--- src/rtl/pmp_pkg.sv ---
// Shared definitions for the PMP CSR writer: A-field encodings, CSR bases,
// write-engine states and a low-bit mask helper.
package pmp_pkg;

  localparam logic [1:0]  A_OFF        = 2'd0;
  localparam logic [1:0]  A_TOR        = 2'd1;
  localparam logic [1:0]  A_NA4        = 2'd2;
  localparam logic [1:0]  A_NAPOT      = 2'd3;

  localparam logic [11:0] PMPCFG_BASE  = 12'h3A0;
  localparam logic [11:0] PMPADDR_BASE = 12'h3B0;
  localparam logic [11:0] PMPADDR_LAST = 12'h3EF;

  localparam logic [7:0]  CFG_WMASK    = 8'h9F;

  typedef enum logic [0:0] {
    ST_IDLE = 1'b0,
    ST_CFG  = 1'b1
  } pmp_state_e;

  // Returns a 64-bit value with bits [n-1:0] set; n <= 0 yields zero.
  function automatic logic [63:0] low_mask(input int n);
    logic [63:0] m;
    m = 64'd0;
    for (int b = 0; b < 64; b++) begin
      if (b < n) m[b] = 1'b1;
      else       m[b] = 1'b0;
    end
    return m;
  endfunction

endpackage

--- src/rtl/pmp_cfg_legalize.sv ---
// WARL legalization of one pmpcfg byte: clears the reserved bits, drops the
// reserved W-without-R combination and folds NA4 to OFF on coarse granularity.
module pmp_cfg_legalize
  import pmp_pkg::*;
#(
  parameter int PMP_G = 0
) (
  input  logic [7:0] i_new_byte,
  input  logic [7:0] i_old_byte,
  output logic [7:0] o_byte
);

  logic [7:0] w_masked;
  logic [1:0] w_a;

  assign w_masked = i_new_byte & CFG_WMASK;
  assign w_a      = ((PMP_G >= 1) && (w_masked[4:3] == A_NA4)) ? A_OFF : w_masked[4:3];

  // W=1 with R=0 is reserved, so such a write leaves the entry untouched
  assign o_byte = (i_new_byte[1:0] == 2'b10) ? i_old_byte
                                             : {w_masked[7:5], w_a, w_masked[2:0]};

endmodule

--- src/rtl/pmp_csr_writer.sv ---
// PMP register file and CSR write engine: holds pmpcfg/pmpaddr state, applies
// lock and WARL rules, commits pmpcfg writes one byte per cycle.
module pmp_csr_writer
  import pmp_pkg::*;
#(
  parameter int XLEN        = 64,
  parameter int PA_BITS     = 56,
  parameter int PMP_ENTRIES = 16,
  parameter int PMP_G       = 0
) (
  input  logic                        clk,
  input  logic                        reset_n,
  input  logic                        CSRWValid,
  output logic                        CSRWReady,
  input  logic [11:0]                 CSRWAdr,
  input  logic [XLEN-1:0]             CSRWData,
  input  logic [11:0]                 CSRRAdr,
  output logic [XLEN-1:0]             CSRRData,
  output logic                        IllegalAccess,
  output logic                        PMPUpdated,
  output logic [8*PMP_ENTRIES-1:0]    PMPCfgArray,
  output logic [XLEN*PMP_ENTRIES-1:0] PMPAdrArray
);

  localparam int              NBYTES     = XLEN / 8;
  localparam int              KW         = $clog2(NBYTES);
  localparam logic [KW-1:0]   K_LAST     = KW'(NBYTES - 1);
  localparam logic [6:0]      N_ENT      = 7'(PMP_ENTRIES);
  localparam logic [XLEN-1:0] ADDR_WMASK = XLEN'(low_mask(PA_BITS - 2));
  localparam logic [XLEN-1:0] NAPOT_ONES = XLEN'(low_mask(PMP_G - 1));
  localparam logic [XLEN-1:0] GRAN_MASK  = XLEN'(low_mask(PMP_G));

  pmp_state_e      r_state;
  logic [KW-1:0]   r_k;
  logic [XLEN-1:0] r_data;
  logic [5:0]      r_base;
  logic [7:0]      r_cfg  [PMP_ENTRIES];
  logic [XLEN-1:0] r_addr [PMP_ENTRIES];
  logic            r_illegal;
  logic            r_updated;

  logic [7:0]      w_cfg_tab  [0:64];
  logic [XLEN-1:0] w_addr_tab [0:63];

  logic            w_wr_cfg;
  logic            w_wr_addr;
  logic            w_cfg_odd;
  logic [5:0]      w_wr_n;
  logic [6:0]      w_wr_n7;
  logic [6:0]      w_wr_nxt;
  logic            w_addr_locked;

  logic [6:0]      w_idx;
  logic [7:0]      w_new_byte;
  logic [7:0]      w_old_byte;
  logic [7:0]      w_legal_byte;
  logic            w_cfg_we;

  logic [6:0]      w_rd_base;
  logic [5:0]      w_rd_n;
  logic [XLEN-1:0] w_rdata;

  // Zero-padded 64-entry views so decode never indexes past the implemented entries
  always_comb begin
    for (int e = 0; e < 65; e++) w_cfg_tab[e] = 8'h00;
    for (int e = 0; e < 64; e++) w_addr_tab[e] = '0;
    for (int e = 0; e < PMP_ENTRIES; e++) begin
      w_cfg_tab[e]  = r_cfg[e];
      w_addr_tab[e] = r_addr[e];
    end
  end

  assign w_wr_cfg  = (CSRWAdr[11:4] == PMPCFG_BASE[11:4]);
  assign w_wr_addr = (CSRWAdr >= PMPADDR_BASE) && (CSRWAdr <= PMPADDR_LAST);
  assign w_cfg_odd = (XLEN == 64) && CSRWAdr[0];
  assign w_wr_n    = CSRWAdr[5:0] - PMPADDR_BASE[5:0];
  assign w_wr_n7   = {1'b0, w_wr_n};
  assign w_wr_nxt  = w_wr_n7 + 7'd1;

  // A TOR entry above also owns this address register as its lower bound
  assign w_addr_locked = (w_wr_n7 >= N_ENT) || w_cfg_tab[w_wr_n7][7] ||
                         (w_cfg_tab[w_wr_nxt][7] && (w_cfg_tab[w_wr_nxt][4:3] == A_TOR));

  assign w_idx      = {1'b0, r_base} + 7'(r_k);
  assign w_new_byte = r_data[{r_k, 3'b000} +: 8];
  assign w_old_byte = w_cfg_tab[w_idx];
  assign w_cfg_we   = (r_state == ST_CFG) && (w_idx < N_ENT) && !w_old_byte[7];

  pmp_cfg_legalize #(
    .PMP_G      (PMP_G)
  ) u_legalize (
    .i_new_byte (w_new_byte),
    .i_old_byte (w_old_byte),
    .o_byte     (w_legal_byte)
  );

  // Write engine: address writes commit at once, cfg writes walk one byte per cycle
  always_ff @(posedge clk or negedge reset_n) begin
    if (!reset_n) begin
      r_state   <= ST_IDLE;
      r_k       <= '0;
      r_data    <= '0;
      r_base    <= 6'd0;
      r_illegal <= 1'b0;
      r_updated <= 1'b0;
      for (int e = 0; e < PMP_ENTRIES; e++) begin
        r_cfg[e]  <= 8'h00;
        r_addr[e] <= '0;
      end
    end else begin
      r_illegal <= 1'b0;
      r_updated <= 1'b0;
      case (r_state)
        ST_IDLE: begin
          if (CSRWValid && w_wr_addr) begin
            r_updated <= 1'b1;
            for (int e = 0; e < PMP_ENTRIES; e++) begin
              if (!w_addr_locked && (w_wr_n == 6'(e))) r_addr[e] <= CSRWData & ADDR_WMASK;
            end
          end else if (CSRWValid && w_wr_cfg && w_cfg_odd) begin
            r_illegal <= 1'b1;
          end else if (CSRWValid && w_wr_cfg) begin
            r_data  <= CSRWData;
            r_base  <= {CSRWAdr[3:0], 2'b00};
            r_k     <= '0;
            r_state <= ST_CFG;
          end
        end
        ST_CFG: begin
          for (int e = 0; e < PMP_ENTRIES; e++) begin
            if (w_cfg_we && (w_idx == 7'(e))) r_cfg[e] <= w_legal_byte;
          end
          r_k <= r_k + KW'(1);
          if (r_k == K_LAST) begin
            r_state   <= ST_IDLE;
            r_updated <= 1'b1;
          end
        end
        default: begin
          r_state <= ST_IDLE;
        end
      endcase
    end
  end

  assign CSRWReady     = (r_state == ST_IDLE);
  assign IllegalAccess = r_illegal;
  assign PMPUpdated    = r_updated;

  // Packed views for the per-entry address decoders
  always_comb begin
    PMPCfgArray = '0;
    PMPAdrArray = '0;
    for (int e = 0; e < PMP_ENTRIES; e++) begin
      PMPCfgArray[8*e +: 8]       = r_cfg[e];
      PMPAdrArray[XLEN*e +: XLEN] = r_addr[e];
    end
  end

  // CSR read mux; pmpaddr low bits reflect the granularity of the entry's mode
  always_comb begin
    w_rdata   = '0;
    w_rd_base = {1'b0, CSRRAdr[3:0], 2'b00};
    w_rd_n    = CSRRAdr[5:0] - PMPADDR_BASE[5:0];
    if (CSRRAdr[11:4] == PMPCFG_BASE[11:4]) begin
      if ((XLEN == 64) && CSRRAdr[0]) begin
        w_rdata = '0;
      end else begin
        for (int b = 0; b < NBYTES; b++) w_rdata[8*b +: 8] = w_cfg_tab[w_rd_base + 7'(b)];
      end
    end else if ((CSRRAdr >= PMPADDR_BASE) && (CSRRAdr <= PMPADDR_LAST)) begin
      w_rdata = w_addr_tab[w_rd_n];
      if (w_cfg_tab[{1'b0, w_rd_n}][4:3] == A_NAPOT) w_rdata = w_rdata | NAPOT_ONES;
      else                                           w_rdata = w_rdata & ~GRAN_MASK;
    end else begin
      w_rdata = '0;
    end
  end

  assign CSRRData = w_rdata;

endmodule

--- config.mk ---
export PLATFORM = sky130hd
export DESIGN_NAME = pmp_csr_writer
export DESIGN_NICKNAME = d
export VERILOG_FILES = /design/src/rtl/pmp_pkg.sv /design/src/rtl/pmp_cfg_legalize.sv /design/src/rtl/pmp_csr_writer.sv
export SDC_FILE = /design/constraint.sdc
export NUM_CORES = 2
export LEC_CHECK = 0
export CAP_MARGIN = 20
export CORE_AREA = 2 2 512 514
export DETAILED_ROUTE_END_ITERATION = 6
export DIE_AREA = 0 0 514 516
export PLACE_DENSITY_LB_ADDON = 0.1
export SYNTH_ARGS = -nofsm -noshare
export SYNTH_HDL_FRONTEND = slang
export SYNTH_SLANG_ARGS = --single-unit
--- constraint.sdc ---
create_clock -name clk -period 8.8 [get_ports clk]
set_clock_uncertainty 0.15 [all_clocks]
set_input_delay 2.2 -clock clk [delete_from_list [all_inputs] [get_ports clk]]
set_output_delay 2.2 -clock clk [all_outputs]
set_load 0.01 [all_outputs]
# ---- Yosys cells after proc, flatten, opt, wreduce, memory -nomap -nowiden
# Index checks and enable logic that the tools add are counted.
dict set report word_totals {
  regBits 1066
  latch_bits 0
  ram_bits 0
  rom_bits 0
  output_inout_bits 1219
  memories 0
}
dict set report op_classes {
  add_sub_neg 12
  n_mul 0
  div 0
  order_cmp 18
  eq_ne 38
  shift 1
  muxes 55
  n_bitwise 15
  n_reduce_logical 80
}
# op n
set ops {}
lappend ops {{$bmux 8 s7} 11}
lappend ops {{$bmux 64 s6} 1}
lappend ops {{$mux 64} 5}
lappend ops {{$mux 8} 23}
lappend ops {{$ge 8x8->1 const B} 11}
lappend ops {{$not 7->8} 9}
lappend ops {{$shiftx 64x7->8} 1}
lappend ops {{$eq 7x4->1 const B} 8}
lappend ops {{$reduce_and 3->1} 17}
lappend ops {{$eq 6x4->1 const B} 8}
lappend ops {{$logic_and 1x1->1} 40}
lappend ops {{$reduce_and 2->1} 16}
lappend ops {{$add 6x3->7 const B} 4}
lappend ops {{$eq 7x3->1 const B} 4}
lappend ops {{$eq 6x3->1 const B} 4}
lappend ops {{$ge 12x10->1 const B} 2}
lappend ops {{$le 12x10->1 const B} 2}
lappend ops {{$eq 8x6->1 const B} 2}
lappend ops {{$not 6->8} 2}
lappend ops {{$add 6x1->7 const B} 2}
lappend ops {{$add 6x2->7 const B} 2}
lappend ops {{$eq 7x2->1 const B} 2}
lappend ops {{$eq 6x2->1 const B} 2}
lappend ops {{$sub 6x6->6 const B} 2}
lappend ops {{23 further kinds} 39}

# ---- Longest topological paths before layout
dict set report logic_depth {
  depth_word 12
  ltp_mapped 14
}

# ---- By module
# Synthesis repeated with hierarchy kept, for this count alone.
dict set report hier_totals {
  hier_cells 3273
  area_unflattened_um2 53012.1
}
# mod instances cells_per_inst area_each_um2 seq_area_each_um2
set by_module_without_submodules {}
lappend by_module_without_submodules {pmp_csr_writer 1 3264 52922.0 26675.6}
lappend by_module_without_submodules {pmp_cfg_legalize 1 9 90.1 0.0}

# ---- Least setup slack after synthesis
# No wires, ideal clock.
dict set report synth_timing {
  kind {input-to-output}
  startpoint {input CSRRAdr[1]}
  endpoint {output CSRRData[32]}
  t_arrival_ns 4.880
  required_ns 6.450
  slack_ns 1.570
  stages 10
  cell_sequence {clkbuf_1 clkbuf_1 clkbuf_1 buf_1 inv_1 ha_1 clkbuf_1 clkbuf_1 mux2i_1 o22ai_1}
}
dict set report synth_via {
  elab_chain_len 7
  word_cells_on_any_way 16
  cone_classes {add/sub: 2; order compare: 2; mux: 9; bitwise: 2; reduce/logical: 1}
}
# element line
set synth_rtl {}
lappend synth_rtl {{start: declaration} pmp_csr_writer.sv:17} ;# input logic [11:0] CSRRAdr,
lappend synth_rtl {{$add 6x3->7 or $sub 6x6->6 (tied branches)} {pmp_csr_writer.sv:169, pmp_csr_writer.sv:164}}
lappend synth_rtl {{$not 7->8 (not written as such) or $not 6->7 (tied branches)} {pmp_csr_writer.sv:169, pmp_csr_writer.sv:172}}
lappend synth_rtl {{$bmux 8 s7 or $bmux 64 s6 (tied branches)} {pmp_csr_writer.sv:169, pmp_csr_writer.sv:172}}
lappend synth_rtl {{$mux 8 (not written as such) or $mux 64 (tied branches) (2 in a row)} {pmp_csr_writer.sv:169, pmp_csr_writer.sv:172}}
lappend synth_rtl {{$mux 64, on equally long branches} {pmp_csr_writer.sv:166, pmp_csr_writer.sv:171}}
lappend synth_rtl {{$mux 64 *} pmp_csr_writer.sv:165} ;# if (CSRRAdr[11:4] == PMPCFG_BASE[11:4]) begin
lappend synth_rtl {{end: declaration} pmp_csr_writer.sv:18} ;# output logic [XLEN-1:0] CSRRData,
# Every way passes the cells marked *; elsewhere a longest branch is shown, timed or not. The select of a mux whose other input is x is not followed.

# ---- Worst setup path after layout
dict set report layout_timing {
  startpoint {input CSRRAdr[10]}
  endpoint {output CSRRData[43]}
}
dict set report layout_via {
  elab_chain_len 4
  word_cells_on_any_way 6
  cone_classes {order compare: 2; eq/ne: 1; mux: 2; reduce/logical: 1}
}
# element line
set layout_rtl {}
lappend layout_rtl {{$ge 12x10->1 or $le 12x10->1 (tied branches)} pmp_csr_writer.sv:171} ;# end else if ((CSRRAdr >= PMPADDR_BASE) && (CSRRAdr <= PMPADDR_LAST)) begin
lappend layout_rtl {{$logic_and 1x1->1} pmp_csr_writer.sv:171}
lappend layout_rtl {{$mux 64} pmp_csr_writer.sv:171}
lappend layout_rtl {{$mux 64 *} pmp_csr_writer.sv:165}
# Every way passes the cells marked *; elsewhere a longest branch is shown, timed or not.

==> metrics.txt <==
core region area approximately 260,000 um^2; layout cells sized above 1 0.350; EDFF count, synth 0; Setup Viol. Count Final 0; status finished clean; Max Slew Vio Count 0; sequential fraction of the synthesis area 0.509; post-cts sizing count 0; DR vias/cell 4.37; # IOs 1,310; clock sinks ~1,100; Post-route DRC 0; total iterations of the first detailed-routing run 5; CTS buffer count around 150; Antenna Nets Post-Route 0; GRT overflow 0; Longest Clk Path Bufs 3; Synth top area share 0.509; count leader, synth dfrtp_1; crit path kind in -> out; WL/cell 36.2 um; Max FO, Critical Path 27; Critical Path RT around 6500 ps; Rows around 190; vias in the first global route about 36,000; synthesized cell area 51,600 um^2; Worst VDD drop 160 uV; Tmin final just under 8000 ps; Worst setup SP type input pin; Layout area overhead 38.0%; die height approximately 520 um; initial antenna violation count 29; Final Hold Fails 0; unrepaired setup endpoints after global routing false; setup tns final 0 ps; synth unique cells 62; clk_lat worst skew between 700 and 800 ps; Final nets between 4,000 and 5,000; flops & latches, synth 1,050; Die Wd 514 um; via count between 30,000 and 40,000; detailed placer's ending HPWL around 210,000 um; largest net degree at the start of global routing around 140; Leak just over 30 nW; Post-CTS Setup Repair Bufs 0; IO Port Bufs roughly 1,100; total chip power approximately 12 mW; Tightest Hold Check Type reg -> reg; synth warn 0; Mapped Cells ~3,200; clock root buffer clkbuf_16; Period Utilization, post-route 0.900; Async SR Flop Fraction 1.00; Die ar. approximately 270,000 um^2; Final Wtd Congestion between 0.7 and 0.8; CTS tree built; fin util 0.275; area leader, netlist dfrtp_1; pin slew with the least headroom to its limit around 1100 ps; DRT Wirelength 285,000 um; Max-cap violations 0; power density cells around 170 nW/um^2; Worst EP arrival ~5600 ps; average instance area after synthesis around 16 um^2; top cells by area, synth dfrtp_1, mux2_2, mux4_2; Peak Freq about 130 MHz; Initial Util 0.199; GRT Util Overall 0.210; hold_ws ~350 ps; drt initial violations between 1,500 and 2,000; top_reg_cell synth dfrtp_1; CP endpoint kind output port; Slew HR 0.262; number of H-tree levels 4; Synth top cells by count dfrtp_1, mux2_2, mux4_2; CTS Hold Bufs 0; clock-pin slew on the worst setup and hold paths 40 ps; first-pass GRT wire length 375,000 um
[registers in the layout (all words and copies together) (netlist names)]
signal and flops:
PMPAdrArray 864, PMPCfgArray 128, r_data 48, r_base 4
r_k 3, IllegalAccess 1, PMPUpdated 1, r_state 1
[cell families (layout without fill, tap and decap cells)]
| group | count (synthesis) | count (layout) | share of synthesized area |
|---|---|---|---|
| AO/OA/AOI/OAI | 92 | 92 | 0.0123 |
| buffers and inverters | 489 | 1579 | 0.0587 |
| adder cells (fa/ha/maj) | 17 | 17 | 0.00412 |
| AND/OR/NAND/NOR | 139 | 139 | 0.0189 |
| other | 1 | 164 | 0.0000726 |
| multiplexers | 1436 | 1436 | 0.396 |
| XOR/XNOR | 5 | 5 | 0.000993 |
| flip-flops | 1050 | 1050 | 0.509 |
[area by class of cell]
type,instances,area [um^2]
Inverter,68,255
Clock buffer,226,4360
Antenna cell,4,10.0
Tap cell,3402,4260
Multi-Input combinational cell,1849,23000
Clock inverter,31,452
Timing Repair Buffer,1254,12600
Sequential cell,1050,26300
Fill cell,26400,188000
[final timing paths]
path                       cells past startpoint  slack [ps]               end        start
hold / removal                                 1         350        r_data[58]   r_data[58]
setup reg to reg                               7        4050  PMPCfgArray[107]       r_k[0]
hold reg to reg                                1         350        r_data[58]   r_data[58]
min in group asynchronous                      1        1270  PMPAdrArray[789]      reset_n
setup / recovery                               8         880      CSRRData[43]  CSRRAdr[10]
max in group asynchronous                      3        5400            r_k[0]      reset_n
[routing by layer]
metal  vias to the layer above  share of wire  global-route usage
met5                         -        0.00011                   0
met4                         4          0.026              0.0528
met3                       261          0.079              0.0732
met2                      1238           0.49               0.357
met1                     18900           0.40               0.253
li1                      14100              -                   -
[metrics by stage]
step / setup slack (ps) / cell area (um^2) / std cells
global route: 810 / 71300 / 7881
detailed placement: 725 / 66500 / 7623
global placement: 707 / 66400 / 7622
CTS: 712 / 71300 / 7880
floorplan: 1570 / 52200 / 3388
finish: 878 / 71300 / 7884
[power breakdown]
group | leakage, nW | switching (mW) | total [mW] | internal (mW)
combinational | 14.1 | 0.531 | 0.807 | 0.276
clock | 2.35 | 2.47 | 6.04 | 3.57
sequential | 14.7 | 0.101 | 4.95 | 4.85
total | 31.1 | 3.10 | 11.8 | 8.70
[layout by cell type, fill, tap and decap left out, drive strengths merged, types with 6 or more instances in the layout]
cell	netlist	final
a22o	9	9
buf	332	113
clkbuf	89	226
clkdlybuf4s50	0	1141
clkinv	2	21
conb	1	160
dfrtp	1050	1050
ha	17	17
inv	66	72
mux2	1043	1043
mux2i	71	71
mux4	322	322
nand2	25	25
nand3	23	23
nand4	7	7
nor2	28	28
nor3	7	7
nor4	12	12
o21ai	6	6
o22ai	58	58
[critical path, cell delays in order]
cell             delay, ps
clkdlybuf4s50_1        470
nor2_1                 160
nand4_1                150
nor4_1                 660
nand2_2                570
buf_4                  420
o22ai_1                280
clkdlybuf4s50_1        600
Power figures use the tool's default switching activity.
